===== src/rtl/muldiv_unit.sv =====
// Iterative unsigned multiply/divide unit: one shift-add or restoring-division step per cycle,
// finishing with a single registered write-back strobe into the register file.
module muldiv_unit #(
  parameter int n = 16,
  parameter int r = 3
) (
  input  logic         clk,
  input  logic         rst_n,
  input  logic         start,
  input  logic [1:0]   op,
  input  logic [n-1:0] a,
  input  logic [n-1:0] b,
  input  logic [r-1:0] rd_addr,
  output logic         busy,
  output logic         wb_we,
  output logic [r-1:0] wb_addr,
  output logic [n-1:0] wb_data
);

  localparam int CW = $clog2(n + 1);

  localparam logic [1:0] S_IDLE = 2'd0;
  localparam logic [1:0] S_RUN  = 2'd1;
  localparam logic [1:0] S_DONE = 2'd2;

  localparam logic [1:0] OP_MUL  = 2'b00;
  localparam logic [1:0] OP_MULH = 2'b01;
  localparam logic [1:0] OP_DIVU = 2'b10;

  logic [1:0]     state;
  logic [CW-1:0]  cnt;
  logic [1:0]     op_q;
  logic [r-1:0]   rd_q;
  logic [n-1:0]   a_q;
  logic [n-1:0]   b_q;
  logic [2*n-1:0] prod;
  logic [n:0]     rem;
  logic [n-1:0]   quo;

  logic [n:0]     msum;
  logic [n:0]     dshift;
  logic [n+1:0]   ddiff;
  logic           dge;

  function automatic logic [n-1:0] result_sel(input logic [1:0]     sel,
                                              input logic [2*n-1:0] p,
                                              input logic [n-1:0]   q,
                                              input logic [n:0]     rm);
    case (sel)
      OP_MUL:  result_sel = p[n-1:0];
      OP_MULH: result_sel = p[2*n-1:n];
      OP_DIVU: result_sel = q;
      default: result_sel = rm[n-1:0];
    endcase
  endfunction

  // Low half of prod holds the remaining multiplier bits; the sum carries into the upper half.
  assign msum   = {1'b0, prod[2*n-1:n]} + (prod[0] ? {1'b0, a_q} : {(n+1){1'b0}});
  // A zero divisor always subtracts, giving an all-ones quotient and remainder == dividend.
  assign dshift = {rem[n-1:0], quo[n-1]};
  assign ddiff  = {1'b0, dshift} - {2'b00, b_q};
  assign dge    = ~ddiff[n+1];

  always_ff @(posedge clk) begin
    if (!rst_n) begin
      state   <= S_IDLE;
      cnt     <= '0;
      op_q    <= '0;
      rd_q    <= '0;
      a_q     <= '0;
      b_q     <= '0;
      prod    <= '0;
      rem     <= '0;
      quo     <= '0;
      busy    <= 1'b0;
      wb_we   <= 1'b0;
      wb_addr <= '0;
      wb_data <= '0;
    end else begin
      wb_we <= 1'b0;
      case (state)
        S_IDLE: begin
          if (start) begin
            a_q   <= a;
            b_q   <= b;
            op_q  <= op;
            rd_q  <= rd_addr;
            cnt   <= CW'(n);
            prod  <= {{n{1'b0}}, b};
            rem   <= '0;
            quo   <= a;
            busy  <= 1'b1;
            state <= S_RUN;
          end
        end
        S_RUN: begin
          prod <= {msum, prod[n-1:1]};
          rem  <= dge ? ddiff[n:0] : dshift;
          quo  <= {quo[n-2:0], dge};
          cnt  <= cnt - 1'b1;
          if (cnt == CW'(1)) state <= S_DONE;
        end
        S_DONE: begin
          wb_we   <= (rd_q != '0);
          wb_addr <= rd_q;
          wb_data <= result_sel(op_q, prod, quo, rem);
          busy    <= 1'b0;
          state   <= S_IDLE;
        end
        default: begin
          busy  <= 1'b0;
          state <= S_IDLE;
        end
      endcase
    end
  end

endmodule

===== config.mk =====
export PLATFORM = sky130hd
export DESIGN_NAME = muldiv_unit
export DESIGN_NICKNAME = d
export VERILOG_FILES = /design/src/rtl/muldiv_unit.sv
export SDC_FILE = /design/constraint.sdc
export NUM_CORES = 1
export LEC_CHECK = 0
export ABC_AREA = 1
export BUFFER_PORTS_ARGS = -buffer_cell sky130_fd_sc_hd__buf_2
export CAP_MARGIN = 20
export CORE_ASPECT_RATIO = 1.4
export CORE_UTILIZATION = 35
export CTS_CLUSTER_SIZE = 30
export DETAILED_ROUTE_END_ITERATION = 8
export GPL_ROUTABILITY_DRIVEN = 0
export PLACE_DENSITY_LB_ADDON = 0.08
export SKIP_LAST_GASP = 1
export SLEW_MARGIN = 20
export SYNTH_ARGS = -nofsm -noshare
export SYNTH_HDL_FRONTEND = slang
export SYNTH_SLANG_ARGS = --single-unit

===== constraint.sdc =====
create_clock -name clk -period 2.35 [get_ports clk]
set_input_delay 0.1175 -clock clk [delete_from_list [all_inputs] [get_ports clk]]
set_output_delay 0.1175 -clock clk [all_outputs]
set_load 0.02 [all_outputs]

==> results.md, run 1 <==
- WL/cell: 17.2 um
- Cell Pwr Density: 1090 nW/um^2
- Starting Density: 0.361
- Via/cell ratio: 5.10
- Worst hold start: a[5]
- VDD IR max: 0.609 mV
- R2R cell count: 10
- WL final: approximately 23 mm
- Fmax: ~0.46 GHz
- Via count: 6843
- Skew final: 0.0133 ns
- Row cnt: 60
- Worst R2R Setup Slack: 0.16 ns
- Synth top area share: 0.370
- Clock insertion delay at the later pin of the skew report: 0.43 ns
- Largest net degree at the start of global routing: 67
- Clock Sinks: ~130
- TritonCTS clock tree: yes
- Fillers: 2064
- Critical Path AT: 2.50 ns
- Htree depth: 4
- Sequential cell area fraction in the yosys report: 0.370
- Hold path cells: 3
- Final WS setup: 0.163 ns
- First-pass GRT wire length: 36.4 mm
- Yosys top cell by area: dfxtp_1
- Antenna cells: 0
- Crit. End Element: flop
- DIE AREA: roughly 21000 sq um
- Max Slew Vio Count: 0
- Final Critical Period: 2.19 ns
- Hpwl dp: 17.3 mm
- Part of the power in the clock network: 0.288
- PortBufs: 60
- Status: finished, final reports clean
- Combinational power share: 0.421
- Share of flip-flops with an asynchronous set or reset: 0
- First-pass DRT Iterations: 5
- Fin crit share: 0.931
- Yosys cell types: 46
- RR Startpoint: quo[15]$_SDFFE_PN0P_
- Final ANT Viol Nets: 0
- Layout cell share with drive strength beyond 1: 0.133
- Hold Path Class: input pin to flop
- Clock transition at path regs: 0.06 ns
- Final #Nets: 1157
- Int Pwr: 0.00533 W
- Final core occ: 0.432
- Fin. Hold Viols: 0
- Worst EP required: ~2.7 ns
- Critical path start-end classification: flop to flop
- Syn. warnings: 0
- Psw: 0.00382 W
- CTS Root Cell: clkbuf_16
- Most frequent cells after synthesis: nand2_1 (329), dfxtp_1 (129), a21oi_1 (99), inv_1 (87), nor2_1 (55)
- Design Area, Final: 8360 sq um
- Setup TNS: 0 ns
- R2R Path End: rem[10]$_SDFFE_PN0P_
- Area grow syn2layout: 19.7%
- Sequential Power Share: 0.291
- Synth Instances: 1008
- GRT overflow: 0
- Flops & latches, synth: ~130
- Core Area: slightly below 20000 sq um
- Primary FF master, synth: dfxtp_1
- Pleak: 3.81 nW
- Vias in the first global route: between 6000 and 7000
- Die height: 169 um
- # IOs: 61
- Area contributors post-synth: dfxtp_1 (37%), nand2_1 (18%), a21oi_1 (7.1%), ha_1 (6.1%), inv_1 (4.7%)
- Net Sw Frac: 0.418
- Post-CTS Setup Bufs: 0
- Hold_ws: 0.000650 ns
- Worst-Margin Slew: 0.862 ns
- Most numerous cell in the Yosys netlist: nand2_1
- CTS Buffer Depth: 2
- DIE WIDTH: 121 um
- Max-Slew Margin vs Limit: 0.424
- Max-Cap Viols: 0
- Synth Area per Inst: 6.93 sq um
- Syn nets: 1084
- Placed inst area: 7580 sq um
- Post-synth EDFFs: 0
- Initial antenna violation count: 0
- CTS Buf Count: 17
- Post-route DRC: 0
- RSZ-0062 raised after global routing: false
- Post-Syn Area: 6980 sq um
- DR iter-0 viols: between 300 and 400
- Total GRT Usage: 0.236
- Setup WS pre-CTS: 0.200 ns
- Setup violations, final: 0
- Worst setup SP type: flop
- CP Max Fanout: 3
- Hold Path Sink: a_q[5]$_SDFFE_PN0P_
[critical path, stage by stage (launching register included)]
cell and delay (ns):
dfxtp_1 0.36, inv_1 0.09, ha_1 0.23, fa_1 0.43, o21ai_1 0.28, nand2_1 0.09, nand2_1 0.16, a21oi_1 0.10
or2_1 0.21, nand3_1 0.07, nand2_1 0.05
[through the flow]
step | std cells | power [W]
2_1_floorplan | 1008 | 0.00550
3_5_place_dp | 1290 | 0.00653
5_1_grt | 1341 | 0.00973
6_report | 1341 | 0.00915
4_1_cts | 1341 | 0.00922
3_3_place_gp | 1290 | 0.00652
[cell type report]
cell class	count	area, sq um	share of cell area
Sequential cell	129	2580	0.309
Timing Repair Buffer	101	696	0.0832
Clock inverter	12	136	0.0163
Multi-Input combinational cell	736	3830	0.458
Inverter	96	365	0.0437
Clock buffer	19	443	0.0530
Tap cell	248	310	0.0371
[metal layers]
| metal | wire, um | share of wire | up-vias | track usage |
|---|---|---|---|---|
| met5 | 0 | 0 | - | 0 |
| met4 | 841 | 0.036 | 0 | 0.113 |
| met3 | 698 | 0.030 | 40 | 0.0390 |
| met2 | 11700 | 0.51 | 119 | 0.418 |
| met1 | 9820 | 0.43 | 3193 | 0.273 |
| li1 | - | - | 3491 | - |
[cell families (layout without fill, tap and decap cells)]
kind of cell               count (synthesis)  count (layout)  share of synthesized area
and+or+nand+nor                          467             467                      0.282
buffers and inverters                    143             228                     0.0844
AOI/OAI and AO/OA                        226             226                      0.188
xor gates and xnor gates                   7               7                    0.00878
DFF                                      129             129                      0.370
adders and majority gates                 36              36                     0.0666
[timing repair]
item	4_1_cts	5_1_grt
hold endpoints to repair	27	0
hold buffers	20	0
setup endpoints to repair	0	0
resized for setup	0	0
[sequential cells by signal, summed over array words and instances, names as in the netlist]
name / cells
a_q: 16
b_q: 16
busy: 1
op_q: 2
wb_we: 1
rd_q: 3
rem: 16
quo: 16
wb_data: 16
state: 2
cnt: 5
wb_addr: 3
prod: 32
[how the worst max path moves through the flow]
stage | from | end | slack (ns)
3_3_place_gp | quo[15]$_SDFFE_PN0P_ | rem[10]$_SDFFE_PN0P_ | 0.18
3_5_place_dp | quo[15]$_SDFFE_PN0P_ | rem[10]$_SDFFE_PN0P_ | 0.20
5_1_grt | prod[0]$_SDFFE_PN0P_ | prod[25]$_SDFFE_PN0P_ | 0.02
4_1_cts | quo[15]$_SDFFE_PN0P_ | rem[10]$_SDFFE_PN0P_ | 0.18
2_1_floorplan | prod[0]$_SDFFE_PN0P_ | prod[31]$_SDFFE_PN0P_ | 0.34
6_report | quo[15]$_SDFFE_PN0P_ | rem[10]$_SDFFE_PN0P_ | 0.16
[placed cells by master (no fill, tap or decap), types with 7 or more instances in the layout]
| cell type | synthesis | routed |
|---|---|---|
| a22o_1 | 12 | 12 |
| nor2_1 | 55 | 53 |
| o21ai_1 | 9 | 9 |
| nand2_1 | 329 | 329 |
| inv_2 | 7 | 7 |
| a21oi_1 | 99 | 99 |
| nand3_1 | 36 | 36 |
| dlygate4sd3_1 | 0 | 20 |
| dfxtp_1 | 129 | 129 |
| inv_1 | 87 | 87 |
| ha_1 | 34 | 34 |
| a31oi_1 | 42 | 42 |
| nand4_1 | 18 | 18 |
| buf_4 | 5 | 18 |
| o21ai_0 | 40 | 40 |
| buf_2 | 11 | 60 |
| clkbuf_16 | 0 | 17 |
| a221oi_1 | 9 | 9 |
[power by group through the flow]
| stage | clock (W) | sequential (W) | combinational (W) |
|---|---|---|---|
| after floorplan | 0 | 0.00262 | 0.00289 |
| after global placement | 0 | 0.00270 | 0.00382 |
| after detailed placement | 0 | 0.00270 | 0.00382 |
| after CTS | 0.00270 | 0.00266 | 0.00386 |
| after global routing | 0.00279 | 0.00269 | 0.00426 |
| final | 0.00264 | 0.00266 | 0.00386 |
No activity file was read; power rests on OpenSTA's default activity.
==> run 2, diff against run 1 <==
- CELL_PAD_IN_SITES_DETAIL_PLACEMENT: unset -> 0
- CELL_PAD_IN_SITES_GLOBAL_PLACEMENT: unset -> 1
- PLACE_DENSITY_LB_ADDON: 0.08 -> 0.1
- SLEW_MARGIN: 20 -> unset
==> run 2 against run 1 <==
  * Core utilization fell by 0.28 points
  * Critical path depth is the same
  * Worst setup slack got worse by 0.0090 ns
  * Critical path type unchanged
  * Critical endpoint unchanged
  * Via count is 1.5% lower
  * Global-route usage is 0.10 points higher
==> results.md, run 2 (synthesis gave the netlist of run 1 again) <==
- DR iter-0 viols: between 300 and 400
- GRT overflow: 0
- Fmax: 0.455 GHz
- Worst setup SP type: flop
- Crit. End Element: flop
- Setup WS pre-CTS: between 0.15 and 0.2 ns
- Slowest CP cell: fa_1
- Layout Cells excl Fill: 1333
- Hpwl dp: 17.3 mm
- Worst hold start: a[0]
- Hold Path Class: input pin to flop
- Max incr delay on CP: roughly 0.43 ns
- Max Slew Vio Count: 0
- Max-Cap Viols: 0
- Worst R2R Setup Slack: ~0.15 ns
- First-pass DRT Iterations: 5
- Setup TNS: 0 ns
- Via count: between 6000 and 7000
- VDD IR max: roughly 0.5 mV
- CTS Buffer Depth: 2
- CTS Buf Count: 17
- Total GRT Usage: 0.237
- Htree depth: 4
- Most frequent cells in the layout: nand2_1 (329), dfxtp_1 (128), a21oi_1 (99)
- Commonest non-fill, non-tap cell in the layout: nand2_1
- Most used cell, CP: nand2_1
- Skew final: 0.00945 ns
- Hold_ws: 0.0106 ns
- Core Area: 19400 sq um
- Dpl cells: 1288
- Layout cell share with drive strength beyond 1: 0.132
- CTS Root Cell: clkbuf_16
- Hold Path Sink: a_q[0]$_SDFFE_PN0P_
- Critical path, cell by cell: inv_1 > ha_1 > fa_1 > o21ai_1 > nand2_1 > nand2_1 > a21oi_1 > or2_1 > nand3_1 > nand2_1
- Worst EP required: 2.67 ns
- Fin. Hold Viols: 0
- Final WS setup: 0.154 ns
- Critical path's top delay family: adder cells
- Combinational power share: 0.418
- RR Startpoint: quo[15]$_SDFFE_PN0P_
- RSZ-0062 raised after global routing: false
- Clock insertion delay at the later pin of the skew report: 0.42 ns
- Status: finished, final reports clean
- Area grow syn2layout: 18.9%
- Clock Sinks: 129
- Clock transition at path regs: 0.06 ns
- Int Pwr: 0.00545 W
- Final ANT Viol Nets: 0
- WL final: between 20 and 25 mm
- Net Sw Frac: 0.411
- Critical Path AT: 2.51 ns
- Post-route DRC: 0
- Via/cell ratio: 5.06
- DIE AREA: 20500 sq um
- R2R Path End: rem[10]$_SDFFE_PN0P_
- Row cnt: 60
- Antenna cells: 0
- Final #Nets: 1149
- CP bufs+invs: 1
- Sequential Power Share: 0.287
- WL/cell: ~17 um
- Reg with most FFs: prod
- Max-Slew Margin vs Limit: 0.282
- # IOs: 61
- Initial antenna violation count: 0
- Cell Pwr Density: 1110 nW/um^2
- Largest net degree at the start of global routing: 67
- First-pass GRT wire length: 36.7 mm
- R2R cell count: 10
- Pleak: 3.79 nW
- Max reg flops: 32
- TritonCTS clock tree: yes
- Setup violations, final: 0
- Vias in the first global route: 6641
- Starting Density: 0.361
- CP Max Fanout: 3
- Part of the power in the clock network: 0.295
- Worst-Margin Slew: between 1 and 1.5 ns
- PortBufs: 60
- Die height: 169 um
- Psw: 0.00380 W
- Final Critical Period: about 2.2 ns
- Hold path cells: 3
- DIE WIDTH: 121 um
- Fin crit share: 0.934
- Critical path start-end classification: flop to flop
-- run 2: changes by cell type in the layout (fill, tap and decap cells not counted), moves of 2 or more --
cell,before,now
buf_4,18,15
dlygate4sd3_1,20,14
clkinvlp_4,3,1
clkinv_2,2,4
clkinv_4,4,2
-- run 2: through the flow --
step | cell area, sq um | util | total power, W
4_1_cts | 8300 | 0.429 | 0.00931
3_3_place_gp | 7570 | 0.391 | 0.00655
3_5_place_dp | 7570 | 0.391 | 0.00655
6_report | 8310 | 0.429 | 0.00925
2_1_floorplan | 6980 | - | 0.00550
5_1_grt | 8310 | 0.429 | 0.00986
-- run 2: how the worst max path moves through the flow --
stage,endpoint,cells past startpoint,from,slack [ns]
finish,rem[10]$_SDFFE_PN0P_,10,quo[15]$_SDFFE_PN0P_,0.15
CTS,rem[10]$_SDFFE_PN0P_,10,quo[15]$_SDFFE_PN0P_,0.16
global route,prod[29]$_SDFFE_PN0P_,14,prod[0]$_SDFFE_PN0P_,0.02
global placement,prod[24]$_SDFFE_PN0P_,11,prod[0]$_SDFFE_PN0P_,0.15
floorplan,prod[31]$_SDFFE_PN0P_,15,prod[0]$_SDFFE_PN0P_,0.34
detailed placement,rem[10]$_SDFFE_PN0P_,10,quo[15]$_SDFFE_PN0P_,0.16
-- run 2: layout make-up --
type,instances,area (sq um)
fill,2092,11100
clock buffer,21,460
multi-input combinational,736,3830
inverter,96,365
timing repair buffer,93,624
sequential,129,2580
clock inverter,10,135
tap,248,310
-- run 2: power groups by stage --
stage	Clock [W]	Combinational (W)	Sequential [W]
floorplan	0	0.00289	0.00262
global placement	0	0.00385	0.00270
detailed placement	0	0.00385	0.00270
CTS	0.00277	0.00388	0.00265
global route	0.00287	0.00430	0.00269
finish	0.00273	0.00387	0.00265
-- run 2: layer usage --
metal  track usage  share of wire  up-vias
li1              -              -     3473
met1         0.283           0.44     3137
met2         0.427           0.51      101
met3        0.0326          0.024       31
met4        0.0864          0.026        0
met5             0              0        -
-- run 2: what timing repair did --
item                                    in CTS  in global routing
setup buffers                                0                  0
endpoints found under the setup margin       0                  3
gates resized for setup                      0                  2
hold buffers                                14                  0
endpoints found under the hold margin       18                  0
-- run 2: worst reg2reg max path, stage by stage (launching register included) --
cell and delay (ns):
dfxtp_1 0.37, inv_1 0.10, ha_1 0.23, fa_1 0.43, o21ai_1 0.31, nand2_1 0.08, nand2_1 0.16, a21oi_1 0.10
or2_1 0.21, nand3_1 0.07, nand2_1 0.05
